<file path="src/rtl/pipe_stall_ctrl_pkg.sv">
`default_nettype none
// ============================================================================
// Module   : pipe_stall_ctrl_pkg
// Purpose  : Shared constants for the pipeline stall controller: register
//            index width and the memory-handshake FSM state encoding.
// Revision : 1.0 - initial release
// ============================================================================
package pipe_stall_ctrl_pkg;

    // Architectural register index width (x0..x31).
    localparam int c_REG_SIZE = 5;

    // Memory-handshake FSM encoding.
    localparam int         c_STATE_W   = 2;
    localparam logic [1:0] c_ST_IDLE   = 2'd0;
    localparam logic [1:0] c_ST_WAIT   = 2'd1;
    localparam logic [1:0] c_ST_ERR    = 2'd2;

endpackage
`default_nettype wire

</file>
<file path="src/rtl/pipe_stall_ctrl_hazard_detect.sv">
`default_nettype none
// ============================================================================
// Module   : hazard_detect
// Purpose  : Combinational load-use hazard compare between the load in EX and
//            the source registers of the instruction in ID.
// Ports    : IDEX_MemRead_i - EX-stage instruction is a load
//            IDEX_rd_i      - EX-stage destination register
//            IFID_rs1_i/rs2 - ID-stage source registers
//            hazard_o       - ID instruction needs the load result next cycle
// Revision : 1.0 - initial release
// ============================================================================
module hazard_detect
    import pipe_stall_ctrl_pkg::*;
(
    input  logic                  IDEX_MemRead_i,
    input  logic [c_REG_SIZE-1:0] IDEX_rd_i,
    input  logic [c_REG_SIZE-1:0] IFID_rs1_i,
    input  logic [c_REG_SIZE-1:0] IFID_rs2_i,
    output logic                  hazard_o
);

    // x0 is hardwired to zero, so a load targeting it never creates a hazard.
    assign hazard_o = IDEX_MemRead_i
                    & (IDEX_rd_i != '0)
                    & ((IDEX_rd_i == IFID_rs1_i) | (IDEX_rd_i == IFID_rs2_i));

endmodule
`default_nettype wire

</file>
<file path="src/rtl/pipe_stall_ctrl.sv">
`default_nettype none
// ============================================================================
// Module   : pipe_stall_ctrl
// Purpose  : Central hazard/stall controller for the five-stage pipeline.
//            Runs the data-memory request/ack handshake for the MEM-stage
//            instruction (with timeout to a sticky error state), arbitrates
//            memory freeze against load-use bubbles, and counts stall cycles.
// Ports    : clk_i, rst_i (sync, active-high)
//            EXMEM_MemRead_i/MemWrite_i, mem_ack_i  - MEM-stage handshake in
//            IDEX_MemRead_i, IDEX_rd_i, IFID_rs1_i/rs2_i - load-use compare
//            Branch_Taken_i                         - ID branch resolution
//            mem_req_o, Data_Stall_o, PC_Write_o, IFID_Write_o,
//            IDEX_Bubble_o, IFID_Flush_o            - pipeline controls
//            err_o                                  - sticky memory timeout
//            stall_cnt_o                            - saturating stall count
// Revision : 1.0 - initial release
// ============================================================================
module pipe_stall_ctrl
    import pipe_stall_ctrl_pkg::*;
#(
    parameter int TIMEOUT = 255,
    parameter int CNT_W   = 32
) (
    input  logic                  clk_i,
    input  logic                  rst_i,
    input  logic                  EXMEM_MemRead_i,
    input  logic                  EXMEM_MemWrite_i,
    input  logic                  mem_ack_i,
    input  logic                  IDEX_MemRead_i,
    input  logic [c_REG_SIZE-1:0] IDEX_rd_i,
    input  logic [c_REG_SIZE-1:0] IFID_rs1_i,
    input  logic [c_REG_SIZE-1:0] IFID_rs2_i,
    input  logic                  Branch_Taken_i,
    output logic                  mem_req_o,
    output logic                  Data_Stall_o,
    output logic                  PC_Write_o,
    output logic                  IFID_Write_o,
    output logic                  IDEX_Bubble_o,
    output logic                  IFID_Flush_o,
    output logic                  err_o,
    output logic [CNT_W-1:0]      stall_cnt_o
);

    localparam int                c_WAIT_W  = $clog2(TIMEOUT + 1);
    localparam logic [c_WAIT_W-1:0] c_TIMEOUT = c_WAIT_W'(TIMEOUT);

    logic [c_STATE_W-1:0] r_state;
    logic [c_WAIT_W-1:0]  r_wait_cnt;
    logic [CNT_W-1:0]     r_stall_cnt;

    logic w_mem_op;
    logic w_hazard;
    logic w_req;
    logic w_stall;

    assign w_mem_op = EXMEM_MemRead_i | EXMEM_MemWrite_i;

    hazard_detect u_hazard_detect (
        .IDEX_MemRead_i (IDEX_MemRead_i),
        .IDEX_rd_i      (IDEX_rd_i),
        .IFID_rs1_i     (IFID_rs1_i),
        .IFID_rs2_i     (IFID_rs2_i),
        .hazard_o       (w_hazard)
    );

    // Handshake outputs depend on the current state and ack directly, so the
    // freeze drops in the same cycle the memory acknowledges.
    always_comb begin
        w_req   = 1'b0;
        w_stall = 1'b0;
        case (r_state)
            c_ST_IDLE: begin
                w_req   = w_mem_op;
                w_stall = w_mem_op & ~mem_ack_i;
            end
            c_ST_WAIT: begin
                w_req   = 1'b1;
                w_stall = ~mem_ack_i;
            end
            c_ST_ERR: begin
                w_req   = 1'b0;
                w_stall = 1'b1;
            end
            default: begin
                w_req   = 1'b0;
                w_stall = 1'b1;
            end
        endcase
    end

    // Freeze outranks the load-use bubble; a taken branch is only honoured
    // when neither applies, since a bubbled branch re-resolves next cycle.
    always_comb begin
        mem_req_o     = w_req;
        Data_Stall_o  = w_stall;
        PC_Write_o    = ~w_stall & ~w_hazard;
        IFID_Write_o  = ~w_stall & ~w_hazard;
        IDEX_Bubble_o = ~w_stall &  w_hazard;
        IFID_Flush_o  = ~w_stall & ~w_hazard & Branch_Taken_i;
    end

    assign err_o       = (r_state == c_ST_ERR);
    assign stall_cnt_o = r_stall_cnt;

    always_ff @(posedge clk_i) begin
        if (rst_i) begin
            r_state     <= c_ST_IDLE;
            r_wait_cnt  <= '0;
            r_stall_cnt <= '0;
        end else begin
            case (r_state)
                c_ST_IDLE: begin
                    if (w_mem_op && !mem_ack_i) begin
                        r_state    <= c_ST_WAIT;
                        r_wait_cnt <= c_WAIT_W'(1);
                    end
                end
                c_ST_WAIT: begin
                    // Ack takes precedence over a simultaneous timeout.
                    if (mem_ack_i) begin
                        r_state <= c_ST_IDLE;
                    end else if (r_wait_cnt == c_TIMEOUT) begin
                        r_state <= c_ST_ERR;
                    end else begin
                        r_wait_cnt <= r_wait_cnt + c_WAIT_W'(1);
                    end
                end
                c_ST_ERR: begin
                    r_state <= c_ST_ERR;
                end
                default: begin
                    r_state <= c_ST_IDLE;
                end
            endcase

            if ((w_stall || w_hazard) && !(&r_stall_cnt)) begin
                r_stall_cnt <= r_stall_cnt + CNT_W'(1);
            end
        end
    end

endmodule
`default_nettype wire
</file>
<file path="config.mk">
export PLATFORM = sky130hd
export DESIGN_NAME = pipe_stall_ctrl
export DESIGN_NICKNAME = d
export VERILOG_FILES = /design/src/rtl/pipe_stall_ctrl_pkg.sv /design/src/rtl/pipe_stall_ctrl_hazard_detect.sv /design/src/rtl/pipe_stall_ctrl.sv
export SDC_FILE = /design/constraint.sdc
export NUM_CORES = 1
export LEC_CHECK = 0
export CAP_MARGIN = 20
export CELL_PAD_IN_SITES_DETAIL_PLACEMENT = 2
export CELL_PAD_IN_SITES_GLOBAL_PLACEMENT = 2
export CORE_AREA = 2 2 100 102
export DETAILED_ROUTE_END_ITERATION = 7
export DIE_AREA = 0 0 102 104
export PLACE_DENSITY_LB_ADDON = 0.1
export SYNTH_ARGS = -nofsm -noshare
export SYNTH_HDL_FRONTEND = slang
export SYNTH_SLANG_ARGS = --single-unit
</file>
<file path="constraint.sdc">
create_clock -name clk_i -period 2.6 [get_ports clk_i]
set_clock_uncertainty 0.05 [all_clocks]
set_input_delay 0.52 -clock clk_i [delete_from_list [all_inputs] [get_ports clk_i]]
set_output_delay 0.52 -clock clk_i [all_outputs]
set_load 0.005 [all_outputs]
</file>
==> results <==
-- metrics by stage --
step	cell area [µm²]	hold WS [ns]
global placement	3190	0.425
floorplan	2320	0.409
finish	3440	0.447
global route	3440	0.489
detailed placement	3190	0.443
CTS	3360	0.456
-- path summary, 6_finish.rpt --
kind,start,endpoint,cells after the start
setup reg to reg,r_state[0],stall_cnt_o[16],10
hold / removal,r_wait_cnt[7],r_wait_cnt[7],2
setup / recovery,IFID_rs1_i[3],IFID_Flush_o,8
hold reg to reg,r_wait_cnt[7],r_wait_cnt[7],2
-- layer usage --
layer,wire (µm),global-route usage,share of wire
met1,3590,0.200,0.45
met2,4020,0.262,0.50
met3,274,0.0302,0.034
met4,76,0.0343,0.0096
met5,0,0,0
-- sequential cells by signal, indices dropped and copies added (netlist names) --
register     cells
stall_cnt_o     32
r_wait_cnt       8
r_state          2
-- cells in the final DEF (no fill, tap or decap), types with 6 or more instances in the layout --
master            n
dfxtp_1          42
nand4_1          11
a21oi_2           6
nand2_1          12
buf_4            26
a21oi_1          26
clkbuf_8          6
and3_1            8
o31ai_1          25
or3_1             7
buf_6             6
clkdlybuf4s50_1  42
dlygate4sd2_1     9
or4_1            21
nand3_1          16
nor2_1           17
xor2_1           13
-- power breakdown --
group	internal, mW	switching (mW)	total, mW
combinational	0.0942	0.0910	0.185
clock	0.214	0.257	0.471
sequential	0.648	0.00853	0.656
total	0.956	0.357	1.31
-- critical path, cell delays in order --
cell	delay, ns
clkdlybuf4s50_1	0.48
xor2_1	0.21
nor2_1	0.09
a22oi_2	0.15
o21a_2	0.17
buf_6	0.11
and2_4	0.13
buf_2	0.10
-- what timing repair did --
item	4_1_cts	5_1_grt
pin swaps	11	8
cloned	0	0
hold buffers	0	0
endpoints found under the setup margin	27	26
gates resized for setup	37	24
buffers inserted	5	2
-- cells by family after synthesis --
family / share of synthesized area
xor+xnor: 0.0529
fa+ha+maj: 0.0108
buf+inv: 0.0464
mux: 0.00485
compound gates: 0.205
flops: 0.362
simple gates: 0.317
-- cell type report --
type / count / area [µm²] / area share
clock inverter: 2 / 12.5 / 0.00363
inverter: 4 / 15.0 / 0.00436
timing repair buffer: 93 / 857 / 0.249
tap: 133 / 166 / 0.0483
clock buffer: 6 / 82.6 / 0.0240
sequential: 42 / 841 / 0.244
multi-input combinational: 214 / 1470 / 0.427
==> impl_metrics.toml <==
[yosys]
synth_cell_type_count = 38
syn_inst = 280
yosys_warnings = 0
ys_top_cells_by_count = "dfxtp_1, a21oi_1, or4_1"
synth_flop_cell = "dfxtp_1"
yosysTopAreaCell = "dfxtp_1"
syn_area_per_cell_um2 = 8.28
synth_edf_count = 0
ys_seq_area_frac = 0.362
synth_nets = 304
yosys-top-cells-area = "dfxtp_1, or4_1, o31ai_1"
syn_area_mm2 = 0.00232
synth_most_common_cell = "dfxtp_1"
synthArstFlopShare = 0
synth_seq_cells = 42
synth_top_area_frac = 0.362

[route]
drt_pass1_iterations = 3
drc = 0
routedWlPerCell_um = 16.1
viasPerCell = 5.11
vias = 2523
drt-initial-drc-count = 63
antenna_left = 0
wl_mm = 7.96

[cells_and_area]
area_growth_pct = 48.4
fill_cells = 1138
final-instance-count-excl-fill = 494
final_util = 0.361
antennaDiodeCount = 0
finalNetCount = 384
final_layout_size_suffix_gt1_frac = 0.197

[grt]
grt_use_total = 0.154
overflow = 0
antenna_found_initial = 0
grt_pass1_vias = 2638
grt_first_pass_wirelength_mm = 13.2
grt_start_max_net_pins = 35

[pwr]
leakage_nw = 1.19
powerDensity_mw_per_mm2 = 381
max-vdd-ir-drop_v = 0.000210
total_power_mw = 1.31

[clock_tree]
clk_latency_ns = 0.30
cts_made_buffers = 5
htree_levels = 2
clock_sinks = 42
cts_buffer_depth = 2
clkTransAtPathRegs_ns = 0.09
cts_root_buf = "clkbuf_8"
cts_tree = "done"

[worst_setup_path]
end_kind = "output port"
cp.arrival_ns = 1.96
cp-start-kind = "input port"
cp.required_ns = 2.03
crit_type = "input port to output port"
critPathMaxFanout = 2
regToRegSetupSlack_ns = 0.35

[sta]
worst_slack_ns = 0.0681
fin_crit_sh = 0.974
tns_ns = 0
timing_hold_violations_final = 0
finalMaxSlewViolations = 0
layout_min_cycle_time_ns = 2.53
setup_viol = 0
rsz0062_at_grt = "false"
tightestPinTransition_ns = 0.518
relSlewSlack = 0.654
fmax_mhz = 395

[floorplanning]
start_util = 0.243
die_w_um = 102
fp-row-count = 36
ios = 61
die_y_um = 104
core_mm2 = 0.00955
dieArea_mm2 = 0.0106

[placement]
dp_hpwl_mm = 5.63
dp_slack_ns = -0.557
dpl.cell_count = 479
portBuffers = 60
place_congestion = 0.708

[job]
max-cap-violations = 0

[hold_path]
hold_path_class = "flop to flop"

[run_status]
status = "completed"
(Power assumes the default switching activity.)
